## src/rtl/fetch_sequencer_pkg.sv

```systemverilog
`default_nettype none
// ============================================================================
//  Module      : fetch_sequencer_pkg
//  Description : Shared encodings and helpers for the fetch sequencer.
//                - Sequencer state encoding (FETCH/WAIT/EXEC/FAULT)
//                - Operating mode encoding (RUN/STEP/HALT)
//                - Execute-tick divider derivation and sanity check
//  Revision    : 1.0 - initial release
// ============================================================================
package fetch_sequencer_pkg;

  typedef enum logic [1:0] {
    ST_FETCH = 2'd0,
    ST_WAIT  = 2'd1,
    ST_EXEC  = 2'd2,
    ST_FAULT = 2'd3
  } state_t;

  localparam logic [1:0] MODE_RUN  = 2'b00;
  localparam logic [1:0] MODE_STEP = 2'b01;
  localparam logic [1:0] MODE_HALT = 2'b10;

  // Number of clk cycles per execute tick.
  function automatic int calc_div(input int outer_frq, input int inner_frq);
    return outer_frq / inner_frq;
  endfunction

  // FETCH + WAIT + EXEC need at least three cycles per instruction.
  function automatic bit div_is_valid(input int div);
    return div >= 3;
  endfunction

endpackage
`default_nettype wire

```

## src/rtl/tick_divider.sv

```systemverilog
`default_nettype none
// ============================================================================
//  Module      : tick_divider
//  Description : Free-running modulo-DIV counter producing a one-cycle tick
//                in the cycle where the count equals DIV-1.
//  Ports       : clk   - system clock
//                reset - synchronous active-high reset (count returns to 0)
//                tick  - high for exactly one cycle out of every DIV
//  Revision    : 1.0 - initial release
// ============================================================================
module tick_divider #(
  parameter int DIV = 4
) (
  input  logic clk,
  input  logic reset,
  output logic tick
);

  localparam int                 C_CNT_W = (DIV > 1) ? $clog2(DIV) : 1;
  localparam logic [C_CNT_W-1:0] C_LAST  = C_CNT_W'(DIV - 1);
  localparam logic [C_CNT_W-1:0] C_ONE   = C_CNT_W'(1);

  logic [C_CNT_W-1:0] r_count;

  always_ff @(posedge clk) begin
    if (reset) begin
      r_count <= '0;
    end else if (r_count == C_LAST) begin
      r_count <= '0;
    end else begin
      r_count <= r_count + C_ONE;
    end
  end

  assign tick = (r_count == C_LAST);

endmodule
`default_nettype wire

```

## src/rtl/fetch_sequencer.sv

```systemverilog
`default_nettype none
// ============================================================================
//  Module      : fetch_sequencer
//  Description : Program-counter and fetch controller. Fetches from a
//                combinational IMEM at pc, waits for an execute tick (run
//                mode) or a step edge (step mode), strobes the datapath for
//                one cycle, then advances / branches the pc within the IMEM
//                window. An out-of-window branch locks the sequencer in FAULT
//                until reset.
//  Ports       : clk, reset     - clock, synchronous active-high reset
//                mode           - 00 run, 01 step, 10/11 halt
//                step_req       - step button level, rising edge = one step
//                instruction_in - IMEM read data for address pc
//                branch_valid   - branch request, sampled in EXEC only
//                branch_target  - branch destination
//                pc             - fetch address to IMEM
//                instruction    - registered instruction to datapath
//                exec_tick      - one-cycle execute strobe
//                state          - 00 FETCH, 01 WAIT, 10 EXEC, 11 FAULT
//                fault          - sticky out-of-window branch fault
//  Revision    : 1.0 - initial release
// ============================================================================
module fetch_sequencer
  import fetch_sequencer_pkg::*;
#(
  parameter int OUTER_CLK_FRQ     = 1000000,
  parameter int INTER_CLK_FRQ     = 10,
  parameter int ADDR_WIDTH        = 8,
  parameter int INSTR_WIDTH       = 8,
  parameter int LOWER_IMEM_LIMIT  = 0,
  parameter int HIGHER_IMEM_LIMIT = 255
) (
  input  logic                   clk,
  input  logic                   reset,
  input  logic [1:0]             mode,
  input  logic                   step_req,
  input  logic [INSTR_WIDTH-1:0] instruction_in,
  input  logic                   branch_valid,
  input  logic [ADDR_WIDTH-1:0]  branch_target,
  output logic [ADDR_WIDTH-1:0]  pc,
  output logic [INSTR_WIDTH-1:0] instruction,
  output logic                   exec_tick,
  output logic [1:0]             state,
  output logic                   fault
);

  localparam int                    DIV         = calc_div(OUTER_CLK_FRQ, INTER_CLK_FRQ);
  localparam logic [ADDR_WIDTH-1:0] C_LOW_ADDR  = ADDR_WIDTH'(LOWER_IMEM_LIMIT);
  localparam logic [ADDR_WIDTH-1:0] C_HIGH_ADDR = ADDR_WIDTH'(HIGHER_IMEM_LIMIT);
  localparam logic [ADDR_WIDTH-1:0] C_ONE_ADDR  = ADDR_WIDTH'(1);

  generate
    if (!div_is_valid(DIV)) begin : g_bad_div
      $error("fetch_sequencer: OUTER_CLK_FRQ/INTER_CLK_FRQ must be >= 3");
    end
    if ((HIGHER_IMEM_LIMIT < LOWER_IMEM_LIMIT) || (LOWER_IMEM_LIMIT < 0) ||
        (longint'(HIGHER_IMEM_LIMIT) >= (longint'(1) << ADDR_WIDTH))) begin : g_bad_window
      $error("fetch_sequencer: IMEM window does not fit the address width");
    end
  endgenerate

  state_t                 r_state;
  logic [ADDR_WIDTH-1:0]  r_pc;
  logic [INSTR_WIDTH-1:0] r_instruction;
  logic                   r_exec_tick;
  logic                   r_fault;
  logic                   r_step_q;
  logic                   r_pending;

  logic w_tick;
  logic w_step_rise;
  logic w_step_go;
  logic w_run_go;
  logic w_target_ok;

  tick_divider #(
    .DIV (DIV)
  ) u_tick_divider (
    .clk   (clk),
    .reset (reset),
    .tick  (w_tick)
  );

  assign w_step_rise = step_req & ~r_step_q;
  // A step edge arriving while already in WAIT launches immediately instead
  // of waiting a cycle for the pending flag.
  assign w_step_go   = (mode == MODE_STEP) && (r_pending || w_step_rise);
  assign w_run_go    = (mode == MODE_RUN) && w_tick;
  // Compared as int so a zero lower limit is not a constant-true compare.
  assign w_target_ok = (int'(branch_target) >= LOWER_IMEM_LIMIT) &&
                       (int'(branch_target) <= HIGHER_IMEM_LIMIT);

  always_ff @(posedge clk) begin
    if (reset) begin
      r_state       <= ST_FETCH;
      r_pc          <= C_LOW_ADDR;
      r_instruction <= '0;
      r_exec_tick   <= 1'b0;
      r_fault       <= 1'b0;
      r_step_q      <= 1'b0;
      r_pending     <= 1'b0;
    end else begin
      r_step_q    <= step_req;
      r_exec_tick <= 1'b0;

      if (mode != MODE_STEP) begin
        r_pending <= 1'b0;
      end else if ((r_state == ST_WAIT) && w_step_go) begin
        r_pending <= 1'b0;
      end else if (w_step_rise) begin
        r_pending <= 1'b1;
      end

      case (r_state)
        ST_FETCH: begin
          r_instruction <= instruction_in;
          r_state       <= ST_WAIT;
        end
        ST_WAIT: begin
          // Ticks seen in other states are simply lost.
          if (w_run_go || w_step_go) begin
            r_state     <= ST_EXEC;
            r_exec_tick <= 1'b1;
          end
        end
        ST_EXEC: begin
          if (branch_valid) begin
            if (w_target_ok) begin
              r_pc    <= branch_target;
              r_state <= ST_FETCH;
            end else begin
              r_fault <= 1'b1;
              r_state <= ST_FAULT;
            end
          end else if (r_pc == C_HIGH_ADDR) begin
            r_pc    <= C_LOW_ADDR;
            r_state <= ST_FETCH;
          end else begin
            r_pc    <= r_pc + C_ONE_ADDR;
            r_state <= ST_FETCH;
          end
        end
        ST_FAULT: begin
          r_state <= ST_FAULT;
        end
      endcase
    end
  end

  assign pc          = r_pc;
  assign instruction = r_instruction;
  assign exec_tick   = r_exec_tick;
  assign state       = r_state;
  assign fault       = r_fault;

endmodule
`default_nettype wire
```

## config.mk

```make
export PLATFORM = sky130hd
export DESIGN_NAME = fetch_sequencer
export DESIGN_NICKNAME = d
export VERILOG_FILES = /design/src/rtl/fetch_sequencer_pkg.sv /design/src/rtl/tick_divider.sv /design/src/rtl/fetch_sequencer.sv
export SDC_FILE = /design/constraint.sdc
export NUM_CORES = 1
export LEC_CHECK = 0
export CORE_MARGIN = 2
export CORE_UTILIZATION = 45
export DETAILED_ROUTE_END_ITERATION = 10
export MAX_ROUTING_LAYER = met4
export PLACE_DENSITY_LB_ADDON = 0.3
export REMOVE_ABC_BUFFERS = 1
export SLEW_MARGIN = 40
export SYNTH_ARGS = -nofsm -noshare
export SYNTH_HDL_FRONTEND = slang
export SYNTH_SLANG_ARGS = --single-unit
```

## constraint.sdc

```tcl
create_clock -name clk -period 1.6 [get_ports clk]
set_input_delay 0.32 -clock clk [delete_from_list [all_inputs] [get_ports clk]]
set_output_delay 0.32 -clock clk [all_outputs]
set_load 0.05 [all_outputs]
```

==> results of run 1 <==
[area by class of cell]
type / instances / area, sq um / share of cell area
sequential: 38 / 761 / 0.275
tap: 50 / 62.6 / 0.0226
timing repair buffer: 73 / 726 / 0.263
inverter: 9 / 33.8 / 0.0122
clock inverter: 1 / 30.0 / 0.0109
clock buffer: 7 / 76.3 / 0.0276
multi-input combinational: 156 / 1070 / 0.389
[logic make-up after synthesis]
logic type,after synthesis,share of synthesized area
AO/OA/AOI/OAI,37,0.139
XOR/XNOR,12,0.0556
adder cells (fa/ha/maj),7,0.0463
buffers and inverters,19,0.0522
flip-flops,38,0.402
multiplexers,10,0.0536
other,1,0.00198
AND/OR/NAND/NOR,89,0.249
[worst min-delay path, delay by kind of cell (launching register included)]
family / cells / cell delay [ps]
DFF: 1 / 330
AOI/OAI and AO/OA: 2 / 120
[placed cells by master (no fill, tap or decap), types with 2 or more instances in the layout]
master,synthesis,routed
sky130_fd_sc_hd__a211oi_1,3,2
sky130_fd_sc_hd__a21oi_1,10,10
sky130_fd_sc_hd__a22oi_1,2,2
sky130_fd_sc_hd__a31oi_1,3,3
sky130_fd_sc_hd__and2_1,2,2
sky130_fd_sc_hd__and3_1,4,3
sky130_fd_sc_hd__and4_4,1,2
sky130_fd_sc_hd__buf_12,0,10
sky130_fd_sc_hd__buf_4,1,42
sky130_fd_sc_hd__clkbuf_1,5,2
sky130_fd_sc_hd__clkbuf_8,0,5
sky130_fd_sc_hd__clkdlybuf4s50_1,0,21
sky130_fd_sc_hd__dfxtp_1,38,38
sky130_fd_sc_hd__ha_1,7,6
sky130_fd_sc_hd__inv_1,9,9
sky130_fd_sc_hd__mux2i_1,9,9
sky130_fd_sc_hd__nand2_1,14,14
sky130_fd_sc_hd__nand3_1,9,8
sky130_fd_sc_hd__nand4_1,4,4
sky130_fd_sc_hd__nor2_1,33,33
sky130_fd_sc_hd__nor2b_1,2,2
sky130_fd_sc_hd__nor3_1,3,3
sky130_fd_sc_hd__nor4_1,3,2
sky130_fd_sc_hd__o21ai_0,4,4
sky130_fd_sc_hd__o31ai_1,2,2
sky130_fd_sc_hd__o41ai_1,2,2
sky130_fd_sc_hd__or4_1,2,2
sky130_fd_sc_hd__xnor2_1,8,8
sky130_fd_sc_hd__xor2_1,4,4
[layer usage]
layer,routed length (um),track usage
met2,2270,0.356
met3,204,0.0552
met4,59,0.0711
met1,1960,0.249
met5,0,-
[what timing repair did]
item                       in CTS  in global routing
gates resized for setup         2                  6
setup endpoints to repair       1                 18
pin swaps                       0                  2
[flip-flops by register name (all words and copies together), names as in the netlist]
register / count
exec_tick: 1
instruction: 8
pc: 8
r_pending: 1
r_step_q: 1
state: 2
u_tick_divider.r_count: 17
[final timing paths]
check	from	endpoint	slack (ps)
worst max-delay path	u_tick_divider.r_count[0]$_SDFF_PP0_	state[0]$_SDFFE_PP0P_	70
worst min-delay path	u_tick_divider.r_count[16]$_SDFF_PP0_	u_tick_divider.r_count[16]$_SDFF_PP0_	490
worst max register to register	u_tick_divider.r_count[0]$_SDFF_PP0_	state[0]$_SDFFE_PP0P_	70
worst min register to register	u_tick_divider.r_count[16]$_SDFF_PP0_	u_tick_divider.r_count[16]$_SDFF_PP0_	490
[power by group]
| part | internal (uW) | switching, uW | leakage [uW] |
|---|---|---|---|
| Combinational | 235 | 287 | 0.000768 |
| Clock | 466 | 327 | 0.0000524 |
| Sequential | 990 | 27.8 | 0.000309 |
| Total | 1690 | 643 | 0.00113 |
[stage by stage]
stage	total power (uW)	instances	setup WS, ps	util
final	2330	334	68.1	0.686
after global placement	1550	326	-175	0.649
after floorplan	1330	203	-155	-
after global routing	2440	334	-2.43	0.686
after CTS	2360	334	1.81	0.677
after detailed placement	1560	326	-191	0.649
==> implementation parameters, run 1 <==
Parameter                              Value

Synthesis
  Biggest area consumer among synthesized cells ... sky130_fd_sc_hd__dfxtp_1
  Synthesized area per cell ... around 8.9 sq um
  Synthesized instance count ... around 210
  Top_reg_cell synth ... sky130_fd_sc_hd__dfxtp_1
  Sequential fraction of the synthesis area ... 0.402
  Area share of the largest cell type after synthesis ... 0.402
  Number of storage elements in the synthesis netlist ... 38
  Number of enable flip-flop cells after synthesis ... 0
  Dominant cells by area after synthesis ... sky130_fd_sc_hd__dfxtp_1 40%, sky130_fd_sc_hd__nor2_1 6.5%, sky130_fd_sc_hd__mux2i_1 4.8%
  Post-synthesis instance area ... roughly 0.0019 sq mm
  Cell types with the highest counts after synthesis ... 38 x sky130_fd_sc_hd__dfxtp_1, 33 x sky130_fd_sc_hd__nor2_1, 14 x sky130_fd_sc_hd__nand2_1
  Async SR Flop Fraction ... 0
  Distinct cell type count after synthesis ... between 50 and 60
  Ys Warns ... 0
  Dominant cell by count in the synthesized netlist ... sky130_fd_sc_hd__dfxtp_1

Timing
  F_max ... 653 MHz
  Post-route minimum period ... around 1500 ps
  Final hold slack ... slightly below 500 ps
  Final-report setup violation count ... 0
  Total count of max-transition violations in the final report ... 0
  Least-Margin Pin Slew ... about 530 ps
  Clock tree skew after final layout ... 7.60 ps
  Relative slew margins ... 0.648
  Aggregate negative setup slack ... 0 ps
  Hold violation total from the final report ... 0
  Ratio of final minimum period to clock period ... 0.957

Floorplan
  Rows ... 23
  Total Die Area ... approximately 0.0047 sq mm
  Die height ... between 60 and 70 um
  Placeable core region ... 0.00403 sq mm
  Top-Level Pins ... between 40 and 50
  Starting utilization of the core area ... 0.470
  Floorplan die width ... 68.8 um

Worst setup path
  Endpoint kind of the worst setup timing path ... flop
  Reg2reg path depth ... 5
  Cell chain of the critical path ... ha_2 > and3_4 > and4_4 > a211oi_2 > mux2_2
  Max stage delay on crit path ... ~340 ps
  Critical path startpoint category ... flop
  CP bufs+invs ... 0
  Arrival time of data at the critical path endpoint ... about 1700 ps
  Maximum fanout encountered on the critical timing path ... 3
  Crit Path Class ... flop to flop
  CP max-delay cell ... sky130_fd_sc_hd__mux2_2
  Largest delay contributor family on the critical path ... simple AND/OR/NAND/NOR gates
  Required time worst endpoint ... 1780 ps
  Instance count on the critical path ... 5

Global route
  Maximum number of pins on one net before global-route repair ... 18
  Vias in the first global route ... between 1500 and 2000
  Global route total overflow ... 0
  Overall Global Routing Usage ... 0.213
  Antenna violations before repair ... 0
  First-pass GRT wire length ... approximately 7300 um

Power
  Peak supply drop ... between 0.6 and 0.7 mV
  LEAKAGE ... approximately 0.0011 uW
  Total power density per cell area ... between 800 and 900 mW/mm^2

CTS
  Post-cts hold buffer count ... 0
  Total CTS buffers ... 5
  Post-CTS setup-driven buffer insertion count ... 0
  Count of clock tree sinks ... 38
  Buffer cell driving the clock tree root ... sky130_fd_sc_hd__clkbuf_8
  TritonCTS clock tree ... done
  Total number of H-tree levels ... 2
  Clock Pin Slew Worst Setup and Hold Paths ... roughly 80 ps
  Number of buffers on the longest clock path ... 2
  Latest clock arrival within the worst-skew pair ... around 290 ps

Final layout
  Filler cell count ... roughly 350
  Number of nets at the end of the flow ... 312
  Non-Filler Cell Area, Final ... about 0.0028 sq mm
  Post-synthesis to final-layout area growth ... 46.0%
  Total inserted antenna cells ... 0
  Share of post-route cells with drive strength above 1 ... 0.261

Detailed routing
  Vias per std cell ... 5.33
  Overall routed net length ... approximately 4500 um
  ANT nets after route ... 0
  Routed WL per cell ... 13.4 um
  Via Count ... around 1800
  Violation count after the first detailed-route iteration ... around 110
  DRC violation count after routing ... 0
  First-pass DRT Iterations ... 4

Place
  Half-perimeter wire length after placement ... ~3400 um
  Instance area after placement ... about 0.0026 sq mm
  Port bufs ... 40
  Final weighted congestion in routability-driven placement ... roughly 0.85

Outcome
  Run status ... complete, no violations

Job
  Max capacitance violation total ... 0

Worst hold path
  Hold WC Path Type ... flop to flop
  WHS Path Cells ... 2
No activity file was read; power rests on OpenSTA's default activity.
==> inputs of run 2 (changes only) <==
--- a/config.mk
+++ b/config.mk
@@ -7,6 +7,7 @@
 export LEC_CHECK = 0
 export CORE_MARGIN = 2
 export CORE_UTILIZATION = 45
+export CTS_BUF_LIST = sky130_fd_sc_hd__clkbuf_8 sky130_fd_sc_hd__clkbuf_16
 export DETAILED_ROUTE_END_ITERATION = 10
 export MAX_ROUTING_LAYER = met4
 export PLACE_DENSITY_LB_ADDON = 0.3
==> run 2 against run 1 <==
First-iteration DRC count down 0.88%. Core utilization unchanged. Clock skew about the same. Total power down 0.57%. Largest cell class unchanged. Non-clock buffer count unchanged. Register-to-register slack about the same. Final area unchanged. Hold slack unchanged. Sequential share of layout area unchanged. Via count up 0.22%. Worst setup slack better by 1.4 ps. Clock power down 2%.
==> implementation parameters, run 2 (synthesis results as in run 1) <==
Parameter                              Value

Worst setup path
  Max stage delay on crit path ... 340 ps
  Slack of the worst reg-to-reg path ... 70 ps
  Crit Path Class ... flop to flop
  Critical path startpoint category ... flop
  Reg2reg path depth ... 5
  Endpoint kind of the worst setup timing path ... flop
  Cell chain of the critical path ... ha_2 > and3_4 > and4_4 > a211oi_2 > mux2_2
  R2R Path Start ... u_tick_divider.r_count[0]$_SDFF_PP0_
  Arrival time of data at the critical path endpoint ... roughly 1700 ps
  Maximum fanout encountered on the critical timing path ... 3
  CP max-delay cell ... sky130_fd_sc_hd__mux2_2
  Required time worst endpoint ... 1780 ps
  Reg-to-Reg End ... state[0]$_SDFFE_PP0P_

Final layout
  Number of nets at the end of the flow ... roughly 310
  Commonest cells after routing, fill and taps aside ... 42 x sky130_fd_sc_hd__buf_4, 38 x sky130_fd_sc_hd__dfxtp_1, 33 x sky130_fd_sc_hd__nor2_1
  Area of the multi-input gates ... ~0.0011 sq mm
  Storage cell area ... 761 sq um
  Number of flip-flops in the largest register ... 17
  Total inserted antenna cells ... 0
  Most common cell after layout, fill and taps aside ... sky130_fd_sc_hd__buf_4
  Post-synthesis to final-layout area growth ... 46.0%
  Register with the most flip-flops ... u_tick_divider.r_count
  Filler cell count ... between 300 and 400
  Share of post-route cells with drive strength above 1 ... 0.261
  Number of cells in the finished layout apart from fillers ... 334

CTS
  Count of clock tree sinks ... 38
  Total CTS buffers ... 5
  Total number of H-tree levels ... 2
  TritonCTS clock tree ... done
  Post-CTS setup-driven buffer insertion count ... 0
  Post-cts hold buffer count ... 0
  Latest clock arrival within the worst-skew pair ... 290 ps
  Clock Pin Slew Worst Setup and Hold Paths ... 70 ps
  Number of buffers on the longest clock path ... 2
  Buffer cell driving the clock tree root ... sky130_fd_sc_hd__clkbuf_8

Outcome
  Run status ... complete, no violations

Timing
  Relative slew margins ... 0.648
  Final-report setup violation count ... 0
  Clock tree skew after final layout ... roughly 7.4 ps
  Least-Margin Pin Slew ... around 530 ps
  Aggregate negative setup slack ... 0 ps
  Ratio of final minimum period to clock period ... 0.957
  F_max ... between 600 and 700 MHz
  Final setup margin ... around 69 ps
  Post-route minimum period ... 1530 ps
  Hold violation total from the final report ... 0
  Total count of max-transition violations in the final report ... 0

Place
  Port bufs ... 40
  Number of cells in the design after placement ... ~330
  Half-perimeter wire length after placement ... around 3400 um
  Final weighted congestion in routability-driven placement ... 0.854
  Pre-CTS setup slack ... -191 ps

Global route
  Global route total overflow ... 0
  Vias in the first global route ... ~1600
  Overall Global Routing Usage ... 0.213
  Antenna violations before repair ... 0
  Maximum number of pins on one net before global-route repair ... 18
  First-pass GRT wire length ... slightly above 7000 um

Detailed routing
  Routed WL per cell ... 13.4 um
  Overall routed net length ... 4490 um
  Violation count after the first detailed-route iteration ... ~110
  ANT nets after route ... 0
  First-pass DRT Iterations ... 4
  DRC violation count after routing ... 0
  Vias per std cell ... 5.34
  Via Count ... ~1800

Floorplan
  Die height ... between 60 and 70 um
  Starting utilization of the core area ... 0.470
  Rows ... 23
  Floorplan die width ... between 60 and 70 um
  Placeable core region ... between 0.004 and 0.005 sq mm
  Top-Level Pins ... between 40 and 50
  Total Die Area ... roughly 0.0047 sq mm

Worst hold path
  Worst hold path endpoint ... u_tick_divider.r_count[16]$_SDFF_PP0_
  WHS Path Cells ... 2
  Hold WC Path Type ... flop to flop
  Hold path start ... u_tick_divider.r_count[16]$_SDFF_PP0_

Job
  Max capacitance violation total ... 0

Power
  LEAKAGE ... ~0.0011 uW
  Total power density per cell area ... about 840 mW/mm^2
  Peak supply drop ... roughly 0.60 mV
==> run 2: per-layer routing <==
layer,global-route usage,up-vias,part of all wire
met1,0.249,836,0.43
met2,0.356,48,0.50
met4,0.0711,0,0.013
met5,-,-,0
li1,-,893,-
met3,0.0552,6,0.047
==> run 2: area by class of cell <==
type                       instances  share of cell area
multi-input combinational        156               0.389
sequential                        38               0.275
timing repair buffer              73               0.263
clock buffer                       5              0.0249
tap                               50              0.0226
clock inverter                     3              0.0136
inverter                           9              0.0122
==> run 2: per-stage QoR <==
step / hold WS, ps / power, uW / instance area [sq um] / utilization
5_1_grt: 529 / 2430 / 2760 / 0.686
3_3_place_gp: 463 / 1550 / 2620 / 0.649
3_5_place_dp: 476 / 1560 / 2620 / 0.649
6_report: 494 / 2320 / 2760 / 0.686
2_1_floorplan: 389 / 1330 / 1830 / -
4_1_cts: 487 / 2350 / 2730 / 0.677
==> run 2: critical path, delay by kind of cell, from the launching register on <==
kind,cells,cell delay [ps]
muxes,1,340
DFF,1,320
AOI/OAI and AO/OA,1,220
and+or+nand+nor,2,360
adders and majority gates,1,190
==> run 2: worst max-delay path by stage <==
| stage | start | endpoint | cells after the start |
|---|---|---|---|
| 6_report | u_tick_divider.r_count[0]$_SDFF_PP0_ | state[0]$_SDFFE_PP0P_ | 5 |
| 5_1_grt | u_tick_divider.r_count[12]$_SDFF_PP0_ | state[1]$_SDFFE_PP0P_ | 4 |
| 4_1_cts | u_tick_divider.r_count[0]$_SDFF_PP0_ | u_tick_divider.r_count[16]$_SDFF_PP0_ | 6 |
| 3_5_place_dp | mode[1] | state[0]$_SDFFE_PP0P_ | 5 |
| 3_3_place_gp | mode[1] | state[0]$_SDFFE_PP0P_ | 5 |
| 2_1_floorplan | pc[3]$_SDFFE_PP0N_ | pc[7]$_SDFFE_PP0N_ | 4 |
==> run 2: where the power goes <==
part / internal (uW) / switching, uW / total [uW]
Combinational: 235 / 287 / 523
Sequential: 990 / 27.8 / 1020
Clock: 454 / 327 / 780
Total: 1680 / 642 / 2320
==> run 2: repair_timing <==
item | in CTS | in global routing
gates resized for setup | 2 | 6
endpoints found under the setup margin | 1 | 18
pin swaps | 0 | 2
